## config.mk

```make
export PLATFORM = sky130hd
export DESIGN_NAME = mem_miss_arbiter
export DESIGN_NICKNAME = d
export VERILOG_FILES = /design/src/rtl/mem_miss_arbiter.sv
export SDC_FILE = /design/constraint.sdc
export NUM_CORES = 1
export LEC_CHECK = 0
export CAP_MARGIN = 5
export CORE_AREA = 2 2 242 244
export DETAILED_ROUTE_END_ITERATION = 8
export DIE_AREA = 0 0 244 246
export PLACE_DENSITY = 0.6
export REMOVE_ABC_BUFFERS = 1
export SETUP_SLACK_MARGIN = 0.1
export SLEW_MARGIN = 30
export SYNTH_ARGS = -nofsm -noshare
export SYNTH_HDL_FRONTEND = slang
export SYNTH_SLANG_ARGS = --single-unit
```

## constraint.sdc

```tcl
create_clock -name clock -period 1.8 [get_ports clock]
set_input_delay 0.54 -clock clock [delete_from_list [all_inputs] [get_ports clock]]
set_output_delay 0.54 -clock clock [all_outputs]
set_load 0.03 [all_outputs]
```

## src/rtl/mem_miss_arbiter.sv

```systemverilog
`default_nettype none
// ============================================================================
//  Module      : mem_miss_arbiter
//  Description : Arbitrates I$ and D$ line-miss requests onto one main-memory
//                port. Holds one pending request per cache, inserts a fixed
//                request latency, tracks the single outstanding transaction,
//                routes the response back by cache id, and forces a bus-error
//                response when memory stops answering.
//  Revision    : 1.0 - initial release
// ============================================================================
module mem_miss_arbiter #(
  parameter int ADDR_W  = 32,
  parameter int LINE_W  = 128,
  parameter int LAT_REQ = 4,
  parameter int TIMEOUT = 255
) (
  input  logic              clock,
  input  logic              reset_n,
  input  logic              icache_req_valid,
  input  logic [ADDR_W-1:0] icache_req_addr,
  input  logic              dcache_req_valid,
  input  logic [ADDR_W-1:0] dcache_req_addr,
  input  logic              dcache_req_store,
  input  logic [LINE_W-1:0] dcache_req_data,
  output logic              mm_req_valid,
  input  logic              mm_req_ready,
  output logic [ADDR_W-1:0] mm_req_addr,
  output logic              mm_req_store,
  output logic [LINE_W-1:0] mm_req_data,
  input  logic              mm_rsp_valid,
  input  logic [LINE_W-1:0] mm_rsp_data,
  input  logic              mm_rsp_error,
  output logic              rsp_valid,
  output logic              rsp_cache_id,
  output logic [LINE_W-1:0] rsp_data,
  output logic              rsp_bus_error,
  output logic              protocol_err
);

  // One counter serves both the DELAY phase and the WAIT_RSP watchdog.
  localparam int                 c_CNT_MAX    = (LAT_REQ > TIMEOUT) ? LAT_REQ : TIMEOUT;
  localparam int                 c_CNT_W      = $clog2(c_CNT_MAX + 1);
  localparam logic [c_CNT_W-1:0] c_DELAY_LAST = c_CNT_W'(LAT_REQ - 1);
  localparam logic [c_CNT_W-1:0] c_WAIT_LAST  = c_CNT_W'(TIMEOUT - 1);

  typedef enum logic [1:0] {
    S_IDLE  = 2'd0,
    S_DELAY = 2'd1,
    S_ISSUE = 2'd2,
    S_WAIT  = 2'd3
  } state_t;

  state_t              r_state;
  state_t              w_state_nxt;
  logic [c_CNT_W-1:0]  r_cnt;

  logic                r_pend_i;
  logic [ADDR_W-1:0]   r_i_addr;
  logic                r_pend_d;
  logic [ADDR_W-1:0]   r_d_addr;
  logic                r_d_store;
  logic [LINE_W-1:0]   r_d_data;

  logic                r_gnt;        // 0 = I$, 1 = D$
  logic [ADDR_W-1:0]   r_req_addr;
  logic                r_req_store;
  logic [LINE_W-1:0]   r_req_data;

  logic                r_rsp_valid;
  logic                r_rsp_id;
  logic [LINE_W-1:0]   r_rsp_data;
  logic                r_rsp_err;
  logic                r_proto_err;

  logic                w_any_pend;
  logic                w_rsp_hit;
  logic                w_timeout;
  logic                w_done;
  logic                w_done_i;
  logic                w_done_d;
  logic                w_drop_i;
  logic                w_drop_d;

  // A transaction completes either on a memory response or on the watchdog;
  // a response arriving in the watchdog's last cycle still wins.
  assign w_any_pend = r_pend_i | r_pend_d;
  assign w_rsp_hit  = (r_state == S_WAIT) && mm_rsp_valid;
  assign w_timeout  = (r_state == S_WAIT) && !mm_rsp_valid && (r_cnt == c_WAIT_LAST);
  assign w_done     = w_rsp_hit | w_timeout;
  assign w_done_i   = w_done && !r_gnt;
  assign w_done_d   = w_done &&  r_gnt;
  assign w_drop_i   = icache_req_valid && r_pend_i && !w_done_i;
  assign w_drop_d   = dcache_req_valid && r_pend_d && !w_done_d;

  assign mm_req_valid  = (r_state == S_ISSUE);
  assign mm_req_addr   = r_req_addr;
  assign mm_req_store  = r_req_store;
  assign mm_req_data   = r_req_data;
  assign rsp_valid     = r_rsp_valid;
  assign rsp_cache_id  = r_rsp_id;
  assign rsp_data      = r_rsp_data;
  assign rsp_bus_error = r_rsp_err;
  assign protocol_err  = r_proto_err;

  // FSM state register
  always_ff @(posedge clock or negedge reset_n) begin
    if (!reset_n) r_state <= S_IDLE;
    else          r_state <= w_state_nxt;
  end

  // FSM next-state logic
  always_comb begin
    w_state_nxt = r_state;
    case (r_state)
      S_IDLE:  if (w_any_pend)                  w_state_nxt = S_DELAY;
      S_DELAY: if (r_cnt == c_DELAY_LAST)       w_state_nxt = S_ISSUE;
      S_ISSUE: if (mm_req_ready)                w_state_nxt = S_WAIT;
      S_WAIT:  if (w_done)                      w_state_nxt = S_IDLE;
      default:                                  w_state_nxt = S_IDLE;
    endcase
  end

  // Phase counter: restarts at 0 on every state change
  always_ff @(posedge clock or negedge reset_n) begin
    if (!reset_n)                                       r_cnt <= '0;
    else if (w_state_nxt != r_state)                    r_cnt <= '0;
    else if (r_state == S_DELAY || r_state == S_WAIT)   r_cnt <= r_cnt + c_CNT_W'(1);
  end

  // Grant and request fields latched when leaving IDLE; D$ has priority
  always_ff @(posedge clock or negedge reset_n) begin
    if (!reset_n) begin
      r_gnt       <= 1'b0;
      r_req_addr  <= '0;
      r_req_store <= 1'b0;
      r_req_data  <= '0;
    end else if (r_state == S_IDLE && w_any_pend) begin
      r_gnt       <= r_pend_d;
      r_req_addr  <= r_pend_d ? r_d_addr : r_i_addr;
      r_req_store <= r_pend_d & r_d_store;
      r_req_data  <= r_pend_d ? r_d_data : '0;
    end
  end

  // I$ pending buffer; a refill may be re-armed in its own completion cycle
  always_ff @(posedge clock or negedge reset_n) begin
    if (!reset_n) begin
      r_pend_i <= 1'b0;
      r_i_addr <= '0;
    end else if (icache_req_valid && (!r_pend_i || w_done_i)) begin
      r_pend_i <= 1'b1;
      r_i_addr <= icache_req_addr;
    end else if (w_done_i) begin
      r_pend_i <= 1'b0;
    end
  end

  // D$ pending buffer; same capture rule as the I$ side
  always_ff @(posedge clock or negedge reset_n) begin
    if (!reset_n) begin
      r_pend_d  <= 1'b0;
      r_d_addr  <= '0;
      r_d_store <= 1'b0;
      r_d_data  <= '0;
    end else if (dcache_req_valid && (!r_pend_d || w_done_d)) begin
      r_pend_d  <= 1'b1;
      r_d_addr  <= dcache_req_addr;
      r_d_store <= dcache_req_store;
      r_d_data  <= dcache_req_data;
    end else if (w_done_d) begin
      r_pend_d  <= 1'b0;
    end
  end

  // Sticky flag for a request dropped because its cache was already pending
  always_ff @(posedge clock or negedge reset_n) begin
    if (!reset_n)                  r_proto_err <= 1'b0;
    else if (w_drop_i || w_drop_d) r_proto_err <= 1'b1;
  end

  // Response pulse; payload fields hold between pulses
  always_ff @(posedge clock or negedge reset_n) begin
    if (!reset_n) begin
      r_rsp_valid <= 1'b0;
      r_rsp_id    <= 1'b0;
      r_rsp_data  <= '0;
      r_rsp_err   <= 1'b0;
    end else begin
      r_rsp_valid <= w_done;
      if (w_done) begin
        r_rsp_id   <= r_gnt;
        r_rsp_data <= (w_rsp_hit && !r_req_store && !mm_rsp_error) ? mm_rsp_data : '0;
        r_rsp_err  <= w_timeout | (w_rsp_hit & mm_rsp_error);
      end
    end
  end

endmodule
`default_nettype wire

```

* Word-level counts from Yosys, hierarchy flattened
Cells that the tools add are included.
** Cells by class
- Bitwise logic cells :: 5
- Muxes and demuxes :: 14
- $lt $le $gt $ge :: 0
- Multiply operators :: 0
- Add/sub/neg operators :: 1
- Eq/ne operators :: 6
- Shift operators :: 0
- Reduce and logical (&&, ||, !) cells :: 30
- Div/mod/pow operators :: 0
** Operators with widths (count)
- 2-to-1 mux 128 bit :: 2
- 2-to-1 mux 32 bit :: 1
- 2-to-1 mux 8 bit :: 2
- logical AND 1 bit :: 14
- adder 8 x 1 -> 8 bit (second input constant) :: 1
- == test 8 x 2 -> 1 bit (second input constant) :: 1
- == test 8 bit (second input constant) :: 1
- logical NOT 1 bit :: 8
- 2-to-1 mux 2 bit :: 4
- case mux 2 bit (4 select lines) :: 1
- nonzero test 2 bit :: 3
- == test 2 bit (second input constant) :: 2
- logical OR 1 bit :: 4
- 2-to-1 mux 1 bit :: 4
- bitwise OR 1 bit :: 3
- AND 1 bit :: 2
- == test 2 x 1 -> 1 bit (second input constant) :: 1
- logical NOT 2 bit :: 1
- != test 2 bit :: 1
** Word-level totals
- RAM bits :: 0
- Latch bits :: 0
- Register bits :: 499
- ROM bits :: 0
- Memories kept :: 0
- Input port bits :: 328

* Longest topological paths before layout
- Word-level depth :: 8
- Gate-level depth with buffers :: 8

* Least setup slack after synthesis
No wires, ideal clock.
- Path kind :: reg-to-reg
- Start :: register r_cnt[0]
- End :: register r_d_addr[0]
- Setup slack :: -53 ps
- Cell stages (with the launch flop) :: 9
- Setup time :: 125 ps
- Data required time :: 1675 ps
- Data arrival time :: 1728 ps
- Path buffers :: 2
- Cells stage by stage :: dfrtp_1 -> inv_1 -> ha_1 -> nand3_1 -> nor4_1 -> nor2_1 -> buf_6 -> buf_6 -> mux2_4
** On the way
- Word-level cells in the longest chain between the ends :: 6
** Ends and longest elaborated chain
- start: declaration :: line 55 : logic [c_CNT_W-1:0] r_cnt;
- start signal: assignment :: line 127 : else if (r_state == S_DELAY || r_state == S_WAIT) r_cnt <= r_cnt + c_CNT_W'(1);
- == test 8 bit :: line 88 : assign w_timeout = (r_state == S_WAIT) && !mm_rsp_valid && (r_cnt == c_WAIT_LAST);
- logical AND 1 bit :: line 88
- bitwise OR 1 bit :: line 89 : assign w_done = w_rsp_hit | w_timeout;
- logical AND 1 bit :: line 91 : assign w_done_d = w_done && r_gnt;
- logical OR 1 bit :: line 165 : end else if (dcache_req_valid && (!r_pend_d || w_done_d)) begin
- logical AND 1 bit :: line 165
- end signal: assignment :: line 167 : r_d_addr <= dcache_req_addr;
- end: declaration :: line 60 : logic [ADDR_W-1:0] r_d_addr;
No other way between the ends.
A chain may end at the register's enable or synchronous reset.

* Final worst setup path
- Start :: register r_state[0]
- End :: register r_d_data[98]
** On the way
- Word-level cells in the longest chain between the ends :: 7
- Elaborated cells on any way between the ends :: 8
** Ends and longest elaborated chain
- start: declaration :: line 53 : state_t r_state;
- start signal: assignment :: line 108 : else r_state <= w_state_nxt;
- == test 2 bit * :: line 87, 88
- logical AND 1 bit (2 in a row) :: line 88
- bitwise OR 1 bit * :: line 89
- logical AND 1 bit * :: line 91
- logical OR 1 bit * :: line 165
- logical AND 1 bit * :: line 165
- end signal: assignment :: line 169 : r_d_data <= dcache_req_data;
- end: declaration :: line 62 : logic [LINE_W-1:0] r_d_data;
Every way passes the cells marked *; elsewhere a longest branch is shown, timed or not.

==> results.cfg <==
[run_status]
outcome = finished with violations
violations = setup timing

[global_routing]
grt_pass1_vias = 14360
grt_use_met1 = 0.2365
grt_pass1_wl_mm = 88.82
groute.layer.met2.usage = 0.3170
grt_usage = 0.1927
grt_start_max_net_pins = 98
antenna_found_initial = 8
met3_usage = 0.06797
grt_overflow_total = 0
busiest_layer = met2

[final_layout]
layout-drive-gt1-share = 0.3947
final_nets = 2353
layout_commonest_cell = dfrtp_1
n_fill_cell = 4707
final_cell_mix = dfrtp_1, clkdlybuf4s50_1, buf_6
final_core_util = 0.5390
stdcell_count = 2840
areaGrowthSynthToFinish_pct = 64.26

[timing]
slew_viol_final = 0
max_freq_ghz = 0.4918
slew_headroom = 0.5694
layout_setup_ws_ps = -233.3
final-setup-viol-count = 318
timing.final.crit_share = 1.130
setup_tns_ps = -42720
whs_ps = 384.9
timing.final.hold_violations = 0
period_needed_ps = 2033
rsz0062_at_grt = yes
skew_ps = 11.97
worst_pin_slew_ps = 645.9

[clocking]
cts_tree = done
root_buffer = clkbuf_16
clkLatencyLatePin_ps = 590
numCtsBuffers = 54
clock_path_buffers = 3
clock-sinks = 499
path_clk_slew_ps = 60
cts.htree.levels = 2

[floorplanning]
rows = 88
start_util = 0.3282
core_area_um2 = 57370
die_area_um2 = 60020
io_pins = 622
die_w_um = 244
die_y_um = 246

[worst_setup_path]
worstSetupStartpointType = register
r2r_cells = 10
required_ps = 2270
worstPathMaxFanout = 6
path_class = reg2reg
cp-end-kind = register
cp.arrival_ps = 2500

[drt]
wl_per_cell_um = 22.56
dr.pass1.iters = 5
postRouteAntennaNets = 0
drt-vias-per-instance = 4.834
drt_iter0_markers = 665
wirelength_mm = 64.07
vias = 13730
drc = 0

[min_path]
hold_class = in2async

[yosys]
ys_async_sr_fraction = 1.000
syn-cell-area_um2 = 18830
synth-seq-cells = 499
ys_seq_area_frac = 0.6633
synthCells = 1224
yosys_warnings = 0
avgSynthCellArea_um2 = 15.38
synth_cell_types = 42
synth_edf_count = 0
synth_flop_cell = dfrtp_1

[pwr]
max-vdd-ir-drop_uv = 933.9
powerDensity_nw_per_um2 = 1768
cellLeakagePower_uw = 0.01483

[place]
dp.final_hpwl_mm = 40.63
port_buffers = 621
dp.cells = 2599
place_congestion = 0.8437

[flow_run]
maxCapViolCount = 0
## Yosys cell counts, drive strengths merged, types with 2 or more instances
library cell | number | area, um2
xor2 | 3 | 26.28
nor4 | 3 | 18.77
xnor2 | 2 | 17.52
o21ai | 36 | 180.2
clkbuf | 44 | 165.2
buf | 48 | 286.5
a2111oi | 2 | 17.52
and2 | 2 | 12.51
dfrtp | 499 | 12490
nor2 | 11 | 41.29
nand4 | 5 | 37.53
mux2i | 32 | 320.3
a21oi | 11 | 55.05
nand4b | 2 | 17.52
a22o | 257 | 2251
a31oi | 2 | 12.51
ha | 2 | 25.02
inv | 6 | 22.52
nor2b | 2 | 12.51
mux2 | 194 | 2522
nand2b | 3 | 18.77
nand3 | 4 | 20.02
o21a | 2 | 15.01
nand2 | 39 | 146.4
## metal layers
| layer | routed length, um | share of wire | up-vias |
|---|---|---|---|
| met4 | 1624 | 0.025 | 4 |
| li1 | - | - | 6169 |
| met1 | 25870 | 0.40 | 6969 |
| met3 | 4964 | 0.077 | 99 |
| met5 | 26 | 0.00041 | - |
| met2 | 31580 | 0.49 | 488 |
## worst max-delay path, stage by stage, from the launching register on
cell     delay, ps
dfrtp_1        400
buf_6          130
nand2_4         50
nor4_4         270
buf_4          160
nor2_4          30
buf_12         150
buf_16         150
buf_12         140
buf_16         130
mux2_4         280
## where the power goes
part	total [uW]	switching [uW]	internal (uW)	leakage, uW
clock	11400	4560	6830	0.000896
combinational	24200	11400	12800	0.00765
sequential	19100	3160	15900	0.00629
total	54700	19100	35600	0.0148
## kinds of logic (layout without fill, tap and decap cells)
logic type      Yosys count  in the layout  share of synthesized area
mux                     226            226                     0.1510
flops                   499            499                     0.6633
simple gates             76             80                    0.01914
other cells               0             10                          0
fa+ha+maj                 2              2                   0.001329
buf+inv                  98            935                    0.02519
xor+xnor                  5              5                   0.002327
compound gates          318            318                     0.1377
## final timing paths
path | start | end | slack [ps]
max in group asynchronous | reset_n | r_d_addr[23] | 580
worst max-delay path | r_state[0] | r_d_data[98] | -230
worst max register to register | r_state[0] | r_d_data[98] | -230
worst min-delay path | reset_n | rsp_data[41] | 380
worst min register to register | r_d_data[64] | mm_req_data[64] | 480
min in group clock | dcache_req_valid | r_pend_d | 430
## cell type report
type | count | area (um2) | area share
inverter | 6 | 25.02 | 0.0008093
antenna | 10 | 25.02 | 0.0008093
tap | 765 | 957.2 | 0.03095
clock inverter | 25 | 301.5 | 0.009752
multi-input combinational | 631 | 6181 | 0.1999
timing repair buffer | 831 | 9409 | 0.3043
clock buffer | 73 | 1534 | 0.04961
sequential | 499 | 12490 | 0.4039
## sequential cells by signal (all words and copies together) (netlist names)
name,count
r_gnt,1
r_d_addr,32
r_d_store,1
mm_req_addr,32
r_state,2
rsp_valid,1
mm_req_data,128
mm_req_store,1
rsp_cache_id,1
rsp_bus_error,1
r_cnt,8
r_d_data,128
protocol_err,1
r_pend_i,1
rsp_data,128
r_pend_d,1
r_i_addr,32
## timing repair
action | in CTS | in global routing
setup buffers | 66 | 22
endpoints found under the setup margin | 758 | 766
endpoints found under the hold margin | 3 | 0
resized for setup | 1989 | 79
pin swaps | 6 | 21
cloned | 9 | 37
hold buffers | 1 | 0
## metrics by stage
step	power [uW]	area, um2	setup WS [ps]
floorplan	29840	18370	-9826
global placement	38800	26510	-778.9
detailed placement	39180	26510	-763.0
CTS	52910	29650	-210.1
global route	57320	30910	-290.2
finish	54660	30920	-233.3
(Power assumes the default switching activity.)
